### src/rtl/longop_scoreboard_if.sv
// ---------------------------------------------------------------------------
// longop_scoreboard_if
// Bundles the ID-stage request, the long-unit writeback and the scoreboard
// status outputs into one interface.
//   master : the pipeline side (drives ID / writeback, reads stall/status)
//   slave  : the scoreboard itself
// Signals:
//   flush, id_fire, id_rs1, id_rs2, id_use_rs1, id_use_rs2, id_rd,
//   id_reg_write, id_long_op  - ID-stage instruction description
//   wb_valid, wb_rd           - long-unit writeback
//   stall                     - hold PC and IF/ID, bubble into EX
//   pending_mask              - registers awaiting long-op writeback
//   outstanding               - long ops in flight
//   sb_err                    - sticky protocol-error flag
// ---------------------------------------------------------------------------
interface longop_scoreboard_if #(
  parameter int CNT_W = 3
);
  logic             flush;
  logic             id_fire;
  logic [4:0]       id_rs1;
  logic [4:0]       id_rs2;
  logic             id_use_rs1;
  logic             id_use_rs2;
  logic [4:0]       id_rd;
  logic             id_reg_write;
  logic             id_long_op;
  logic             wb_valid;
  logic [4:0]       wb_rd;
  logic             stall;
  logic [31:0]      pending_mask;
  logic [CNT_W-1:0] outstanding;
  logic             sb_err;

  modport master (
    output flush, id_fire, id_rs1, id_rs2, id_use_rs1, id_use_rs2,
           id_rd, id_reg_write, id_long_op, wb_valid, wb_rd,
    input  stall, pending_mask, outstanding, sb_err
  );

  modport slave (
    input  flush, id_fire, id_rs1, id_rs2, id_use_rs1, id_use_rs2,
           id_rd, id_reg_write, id_long_op, wb_valid, wb_rd,
    output stall, pending_mask, outstanding, sb_err
  );
endinterface

### src/rtl/longop_scoreboard.sv
// ---------------------------------------------------------------------------
// longop_scoreboard
// Issue-side hazard tracker for long-latency results (iterative mul/div,
// non-blocking loads). Records the destination of every issued long op,
// clears it on long-unit writeback, and stalls ID on RAW/WAW hazards against
// those registers or when too many long ops are in flight.
//
// Ports:
//   clk  - system clock, rising edge
//   rst  - asynchronous active-high reset
//   sb   - longop_scoreboard_if.slave (ID request, writeback, status)
//
// Parameters:
//   MAX_OUTSTANDING - long ops allowed in flight
//   CNT_W           - outstanding counter width, 2**CNT_W > MAX_OUTSTANDING
//
// Optional feature macro: SCOREBOARD_WB_BYPASS_EN
//   When defined, a hazard on the register being written back this cycle is
//   ignored (the forwarding path supplies the value) and the capacity stall
//   is ignored while a writeback frees a slot. When undefined, stall depends
//   on registered state only.
// ---------------------------------------------------------------------------
module longop_scoreboard #(
  parameter int MAX_OUTSTANDING = 4,
  parameter int CNT_W           = 3
) (
  input  logic               clk,
  input  logic               rst,
  longop_scoreboard_if.slave sb
);

  if ((2 ** CNT_W) <= MAX_OUTSTANDING) begin : g_cnt_w_check
    $error("longop_scoreboard: CNT_W too narrow for MAX_OUTSTANDING");
  end

  localparam logic [CNT_W-1:0] MAX_CNT = CNT_W'(MAX_OUTSTANDING);

  logic [31:0]      pend_q;
  logic [31:0]      pend_d;
  logic [CNT_W-1:0] cnt_q;
  logic [CNT_W-1:0] cnt_d;
  logic             err_q;
  logic             err_d;

  logic byp_rs1;
  logic byp_rs2;
  logic byp_rd;
  logic byp_full;

`ifdef SCOREBOARD_WB_BYPASS_EN
  // x0 is excluded by the hazard terms themselves, so no r!=0 test here.
  assign byp_rs1  = sb.wb_valid && (sb.wb_rd == sb.id_rs1);
  assign byp_rs2  = sb.wb_valid && (sb.wb_rd == sb.id_rs2);
  assign byp_rd   = sb.wb_valid && (sb.wb_rd == sb.id_rd);
  assign byp_full = sb.wb_valid;
`else
  assign byp_rs1  = 1'b0;
  assign byp_rs2  = 1'b0;
  assign byp_rd   = 1'b0;
  assign byp_full = 1'b0;
`endif

  logic raw1;
  logic raw2;
  logic waw;
  logic full;
  logic stall_c;
  logic issue;
  logic inc;
  logic dec;
  logic set_en;

  assign raw1 = sb.id_use_rs1 && (sb.id_rs1 != 5'd0) && pend_q[sb.id_rs1] && !byp_rs1;
  assign raw2 = sb.id_use_rs2 && (sb.id_rs2 != 5'd0) && pend_q[sb.id_rs2] && !byp_rs2;
  assign waw  = sb.id_reg_write && (sb.id_rd != 5'd0) && pend_q[sb.id_rd] && !byp_rd;
  assign full = sb.id_long_op && (cnt_q == MAX_CNT) && !byp_full;

  assign stall_c = raw1 || raw2 || waw || full;
  assign issue   = sb.id_fire && !stall_c && !sb.flush;

  // Every issued long op takes a slot, even without a tracked destination;
  // those retire through a writeback to x0.
  assign inc    = issue && sb.id_long_op;
  assign set_en = inc && sb.id_reg_write && (sb.id_rd != 5'd0);
  assign dec    = sb.wb_valid && (cnt_q != '0);

  always_comb begin
    pend_d = pend_q;
    if (sb.wb_valid && (sb.wb_rd != 5'd0)) begin
      pend_d[sb.wb_rd] = 1'b0;
    end
    // Applied after the clear so a same-register set wins.
    if (set_en) begin
      pend_d[sb.id_rd] = 1'b1;
    end
    pend_d[0] = 1'b0;
  end

  always_comb begin
    cnt_d = cnt_q;
    case ({inc, dec})
      2'b10:   cnt_d = cnt_q + CNT_W'(1);
      2'b01:   cnt_d = cnt_q - CNT_W'(1);
      default: cnt_d = cnt_q;
    endcase
  end

  // Writeback to a register that is not pending, or with nothing in flight.
  always_comb begin
    err_d = err_q;
    if (sb.wb_valid) begin
      if ((sb.wb_rd != 5'd0) && !pend_q[sb.wb_rd]) begin
        err_d = 1'b1;
      end
      if (cnt_q == '0) begin
        err_d = 1'b1;
      end
    end
  end

  always_ff @(posedge clk or posedge rst) begin
    if (rst) begin
      pend_q <= '0;
      cnt_q  <= '0;
      err_q  <= 1'b0;
    end else begin
      pend_q <= pend_d;
      cnt_q  <= cnt_d;
      err_q  <= err_d;
    end
  end

  assign sb.stall        = stall_c;
  assign sb.pending_mask = {pend_q[31:1], 1'b0};
  assign sb.outstanding  = cnt_q;
  assign sb.sb_err       = err_q;

endmodule

### src/flat_wrapper.sv
// flat-port wrapper written by rule: the top's interface ports become plain ports
module longop_scoreboard_flat 
#(
  parameter int MAX_OUTSTANDING = 4,
  parameter int CNT_W           = 3
)
  (clk, rst, sb_flush, sb_id_fire, sb_id_rs1, sb_id_rs2, sb_id_use_rs1, sb_id_use_rs2, sb_id_rd, sb_id_reg_write, sb_id_long_op, sb_wb_valid, sb_wb_rd, sb_stall, sb_pending_mask, sb_outstanding, sb_sb_err);
  longop_scoreboard_if #(.CNT_W(CNT_W)) sb_i ();
  input  logic clk;
  input  logic rst;
  input wire logic [$bits(sb_i.flush)-1:0] sb_flush;
  input wire logic [$bits(sb_i.id_fire)-1:0] sb_id_fire;
  input wire logic [$bits(sb_i.id_rs1)-1:0] sb_id_rs1;
  input wire logic [$bits(sb_i.id_rs2)-1:0] sb_id_rs2;
  input wire logic [$bits(sb_i.id_use_rs1)-1:0] sb_id_use_rs1;
  input wire logic [$bits(sb_i.id_use_rs2)-1:0] sb_id_use_rs2;
  input wire logic [$bits(sb_i.id_rd)-1:0] sb_id_rd;
  input wire logic [$bits(sb_i.id_reg_write)-1:0] sb_id_reg_write;
  input wire logic [$bits(sb_i.id_long_op)-1:0] sb_id_long_op;
  input wire logic [$bits(sb_i.wb_valid)-1:0] sb_wb_valid;
  input wire logic [$bits(sb_i.wb_rd)-1:0] sb_wb_rd;
  output wire logic [$bits(sb_i.stall)-1:0] sb_stall;
  output wire logic [$bits(sb_i.pending_mask)-1:0] sb_pending_mask;
  output wire logic [$bits(sb_i.outstanding)-1:0] sb_outstanding;
  output wire logic [$bits(sb_i.sb_err)-1:0] sb_sb_err;
  assign sb_i.flush = sb_flush;
  assign sb_i.id_fire = sb_id_fire;
  assign sb_i.id_rs1 = sb_id_rs1;
  assign sb_i.id_rs2 = sb_id_rs2;
  assign sb_i.id_use_rs1 = sb_id_use_rs1;
  assign sb_i.id_use_rs2 = sb_id_use_rs2;
  assign sb_i.id_rd = sb_id_rd;
  assign sb_i.id_reg_write = sb_id_reg_write;
  assign sb_i.id_long_op = sb_id_long_op;
  assign sb_i.wb_valid = sb_wb_valid;
  assign sb_i.wb_rd = sb_wb_rd;
  assign sb_stall = sb_i.stall;
  assign sb_pending_mask = sb_i.pending_mask;
  assign sb_outstanding = sb_i.outstanding;
  assign sb_sb_err = sb_i.sb_err;
  longop_scoreboard #(.MAX_OUTSTANDING(MAX_OUTSTANDING), .CNT_W(CNT_W)) u_core (.clk(clk), .rst(rst), .sb(sb_i));
endmodule
### config.mk
export PLATFORM = sky130hd
export DESIGN_NAME = longop_scoreboard_flat
export DESIGN_NICKNAME = d
export VERILOG_FILES = /design/src/rtl/longop_scoreboard_if.sv /design/src/rtl/longop_scoreboard.sv /design/src/flat_wrapper.sv
export SDC_FILE = /design/constraint.sdc
export NUM_CORES = 1
export LEC_CHECK = 0
export ABC_CLOCK_PERIOD_IN_PS = 8800
export CAP_MARGIN = 20
export CORE_UTILIZATION = 50
export CTS_CLUSTER_DIAMETER = 40
export DETAILED_ROUTE_END_ITERATION = 16
export PLACE_DENSITY = 0.81
export SYNTH_ARGS = -nofsm -noshare
export SYNTH_HDL_FRONTEND = slang
export SYNTH_SLANG_ARGS = --single-unit
export TNS_END_PERCENT = 10
### constraint.sdc
create_clock -name clk -period 8.8 [get_ports clk]
set_clock_uncertainty 0.05 [all_clocks]
set_input_delay 1.76 -clock clk [delete_from_list [all_inputs] [get_ports clk]]
set_output_delay 1.76 -clock clk [all_outputs]
set_load 0.1 [all_outputs]
---- Word level (Yosys, flattened, before mapping) ----
Cells that the tools add are included.
operators by class
  mux-type cells .......................... 17
  equality and inequality tests ........... 3
  add/sub/neg operators ................... 2
  reductions and logical operators ........ 32
  $lt $le $gt $ge ......................... 6
  bitwise gates (word level) .............. 3
operators by type and width
  cell                 number
  $mux 32              2
  $and 32x32->32       1
  $not 32->32          1
  $or 32x32->32        1
  $lt 5x6->1 const B   4
  $bmux 1 s5           4
  $reduce_bool 5->1    4
  $logic_and 1x1->1    17
  $demux 1 s5          2
  $ge 5x1->1 const B   2
  $mux 1               8
  $pmux 3 s2           1
  $reduce_bool 2->1    2
  $add 3x1->3 const B  1
  $eq 3x3->1 const B   1
  $logic_not 1->1      3
  $logic_not 3->1      1
  $logic_or 1x1->1     3
  $reduce_bool 3->1    1
  $sub 3x1->3 const B  1
  $eq 2x1->1 const B   1
  $eq 2x2->1 const B   1
  $reduce_and 2->1     1
storage, ports and cells
  logic and storage cells ................. 66
  bits in registers ....................... 35
  input port bits ......................... 29
  output and inout bits ................... 37

---- Logic depth before layout (Yosys ltp) ----
  depth in word-level cells ............... 13
  depth in mapped cells ................... 14
  gate-level depth less buffers ........... 12

---- Least setup slack after synthesis ----
No wires, ideal clock.
  path type ............................... in2out
  start point ............................. in sb_id_rs2[1]
  end point ............................... out sb_stall
  arrival time ............................ 4.092 ns
  data required time ...................... 6.990 ns
  path slack .............................. 2.898 ns
  stages on the path ...................... 8
  path buffers ............................ 2
  cells stage by stage .................... clkbuf_1 or3b_2 o221a_2 o211ai_1 o311ai_4 o311ai_4 buf_6 nand2b_1
between the ends
  cells in the longest elaborated chain, start to end .. 6
  elaborated cells on any way between the ends .. 8
  those cells by class .................... mux: 2; reduce/logical: 6
RTL lines
  element                                                            line                     text
  start, declared                                                    flat_wrapper.sv:14       input wire logic [$bits(sb_i.id_rs2)-1:0] sb_id_rs2;
  $bmux 1 s5 or $reduce_bool 5->1 (tied branches)                    longop_scoreboard.sv:74  assign raw2 = sb.id_use_rs2 && (sb.id_rs2 != 5'd0) && pend_q[sb.id_rs2] && !byp_rs2;
  $mux 1 (not written as such) or $logic_and 1x1->1 (tied branches)  longop_scoreboard.sv:74
  $logic_and 1x1->1 *                                                longop_scoreboard.sv:74
  $logic_or 1x1->1 * (3 in series)                                   longop_scoreboard.sv:78  assign stall_c = raw1 || raw2 || waw || full;
  end, declared                                                      flat_wrapper.sv:22       output wire logic [$bits(sb_i.stall)-1:0] sb_stall;
Mark *: on every way between the ends. The rest lies on a longest branch, timed or not. The select of a mux whose other input is x is not followed.

---- Worst setup path in the final report ----
  start point ............................. in sb_id_rs1[0]
  end point ............................... out sb_stall
between the ends
  cells in the longest elaborated chain, start to end .. 6
  elaborated cells on any way between the ends .. 8
  those cells by class .................... mux: 2; reduce/logical: 6
RTL lines
  element                                                            line                     text
  start, declared                                                    flat_wrapper.sv:13       input wire logic [$bits(sb_i.id_rs1)-1:0] sb_id_rs1;
  $bmux 1 s5 or $reduce_bool 5->1 (tied branches)                    longop_scoreboard.sv:73  assign raw1 = sb.id_use_rs1 && (sb.id_rs1 != 5'd0) && pend_q[sb.id_rs1] && !byp_rs1;
  $mux 1 (not written as such) or $logic_and 1x1->1 (tied branches)  longop_scoreboard.sv:73
  $logic_and 1x1->1 *                                                longop_scoreboard.sv:73
  $logic_or 1x1->1 * (3 in series)                                   longop_scoreboard.sv:78
Marked as above.

==> qor.yml <==
synthesis:
  syn_area_um2: 3180
  postSynthCellCount: 279
  synth_edf_count: 0
  yosys_warnings: 0
  synth_top_area_share_pct: 27.6
  synth.distinct_cells: 55
  syn_avg_cell_area_um2: 11.4
  synth-main-ff-cell: "dfrtp_1"
  yosysSeqAreaShare_pct: 27.6
  synth_nets: 310
  async_flop_share_pct: 100
  yosys_register_bits: 35
  synth.area.top_cells: "dfrtp_1, o41ai_2, mux4_2"
  synth_top_area_cell: "dfrtp_1"
cells_and_area:
  area_growth_pct: 21.0
  drive_above_1_share_pct: 22.1
  nets: 360
  multi_input_area_um2: 2110
  antennaDiodeCount: 0
  mostFrequentLayoutCells: "clkdlybuf4s50_1, o21ai_0, dfrtp_1"
  nFillCells: 486
  layout_commonest_cell: "clkdlybuf4s50_1"
  final_cells: 405
  regArea_um2: 876
min_path:
  whs_path_depth: 1
  hold_class: "flip-flop to flip-flop"
sta:
  fmax_mhz: 144
  slew_headroom_pct: 33.0
  timing.final.crit_share_pct: 78.9
  worstMarginPinSlew_ps: 1000
  setup_viol: 0
  maxSlewViolCount: 0
  hold_viol: 0
  finalWorstSetupSlack_ps: 1850
  min_period_ps: 6950
  tns_ps: 0
  rsz0062_at_grt: "no"
floorplan:
  num_io_pins: 66
  coreArea_um2: 6030
  die_area_um2: 6670
  rows: 28
  die_h_um: 81.7
  die_w_um: 81.7
  start_util_pct: 52.7
place:
  gp_congestion: 0.907
  hpwl_um: 6680
  io_buffers: 64
  dp_cells: 397
  preCtsSetupSlack_ps: 1850
routing:
  routed_wl_um: 9540
  postRouteAntennaNets: 0
  via_count: 2835
  avgRoutedWirePerCell_um: 23.6
  avgViaCountPerCell: 7.00
  first_iter_violations: 280
  drcViolationCount: 0
  drt_pass1_iterations: 5
grt:
  antenna_found_initial: 0
  grt.overflow.total: 0
  first_global_vias: 2780
  grt_max_degree: 36
  grt_pass1_wl_um: 14900
  grtUsageTotal_pct: 30.7
power_and_ir_drop:
  p_sw_share_pct: 45.8
  switching_power_uw: 261
  seq_power_share_pct: 34.3
  internal-power_uw: 310
  ir_drop_mv: 0.125
  power_density_nw_per_um2: 149
  power_frac_clock_pct: 19.9
  power_frac_comb_pct: 45.8
  cellLeakagePower_uw: 0.00152
cts:
  numCtsBuffers: 5
  clock_path_buffers: 2
  cts.sinks: 35
  cts_tree: "yes"
  postCtsSetupBuffers: 0
  cts.root.buffer_cell: "clkbuf_8"
  htree_levels: 2
  cts_resized: 0
  postCtsHoldBufs: 0
  clock_latency_ps: 290
  path_clk_slew_ps: 70
worst_setup_path:
  crit_arrival_ps: 5140
  path_class: "input port to output port"
  required_ps: 6990
  start_kind: "input port"
  crit_path_max_fanout: 12
  endpoint_kind: "output port"
  r2r_cells: 12
status:
  status: "finished, final reports clean"
run:
  maxCapViolCount: 0
==> critical path, cell delays in order <==
cell             delay (ps)
clkdlybuf4s50_1         880
mux4_1                  630
mux4_2                  480
nand3_2                 110
o311ai_4                130
nand2b_1                180
clkdlybuf4s50_1         970
==> sequential cells by signal (all words and copies together) (netlist names) <==
register,flops
u_core.sb.sb_err,1
u_core.sb.outstanding,3
u_core.pend_q,31
==> cells by family after synthesis <==
family          share of synthesized area, %
buf+inv                                 6.11
compound gates                          27.0
other cells                            0.118
simple gates                            14.1
fa+ha+maj                               1.02
xor+xnor                               0.828
mux                                     23.3
flops                                   27.6
==> path summary, 6_finish.rpt <==
| kind | start | end | slack, ps |
|---|---|---|---|
| setup / recovery | sb_id_rs1[0] | sb_stall | 1850 |
| hold / removal | u_core.sb.sb_err$_DFFE_PP0P_ | u_core.sb.sb_err$_DFFE_PP0P_ | 430 |
| setup reg to reg | u_core.pend_q[25]$_DFF_PP0_ | u_core.sb.outstanding[2]$_DFFE_PP0P_ | 5310 |
| hold reg to reg | u_core.sb.sb_err$_DFFE_PP0P_ | u_core.sb.sb_err$_DFFE_PP0P_ | 430 |
| max in group asynchronous | rst | u_core.pend_q[28]$_DFF_PP0_ | 6540 |
| min in group asynchronous | rst | u_core.pend_q[15]$_DFF_PP0_ | 1830 |
==> synth_stat cells, types with 3 or more instances <==
cell,instances
nand3_1,10
inv_1,6
buf_2,4
nand2_1,9
buf_4,4
mux4_1,3
or3b_2,6
mux2i_1,21
o41ai_1,4
nand2b_1,6
o21ai_0,35
o22ai_1,4
buf_6,5
nand3b_1,10
mux2_2,8
nor2b_1,3
dfrtp_1,35
nor2_1,8
o41ai_2,28
or2b_1,5
clkbuf_1,7
mux4_2,16
==> through the flow <==
| stage | hold slack, ps | util (%) | instance area, um^2 | power (uW) |
|---|---|---|---|---|
| 2_1_floorplan | 997 | - | 3180 | 391 |
| 3_3_place_gp | 408 | 62.4 | 3760 | 453 |
| 3_5_place_dp | 405 | 62.4 | 3760 | 458 |
| 4_1_cts | 427 | 63.8 | 3840 | 569 |
| 5_1_grt | 455 | 63.8 | 3840 | 593 |
| 6_report | 426 | 63.8 | 3840 | 571 |
==> area by class of cell <==
class	instances	area share, %
timing repair buffer	67	17.3
inverter	6	0.586
sequential	35	22.8
multi-input combinational	214	54.8
clock buffer	7	1.99
tap	75	2.44
clock inverter	1	0.130
==> metal layers <==
layer,vias to the layer above,routed length [um],GRT usage [%]
li1,1224,-,-
met1,1394,3730,41.4
met5,-,0,0
met3,29,978,6.78
met4,0,282,14.2
met2,188,4550,47.1
==> power by group through the flow <==
| stage | Combinational, uW | Sequential, uW | Clock [uW] |
|---|---|---|---|
| 5_1_grt | 273 | 198 | 122 |
| 3_3_place_gp | 255 | 198 | 0 |
| 4_1_cts | 261 | 195 | 113 |
| 6_report | 261 | 196 | 114 |
| 3_5_place_dp | 261 | 198 | 0 |
| 2_1_floorplan | 107 | 285 | 0 |
No activity file was read; power rests on OpenSTA's default activity.
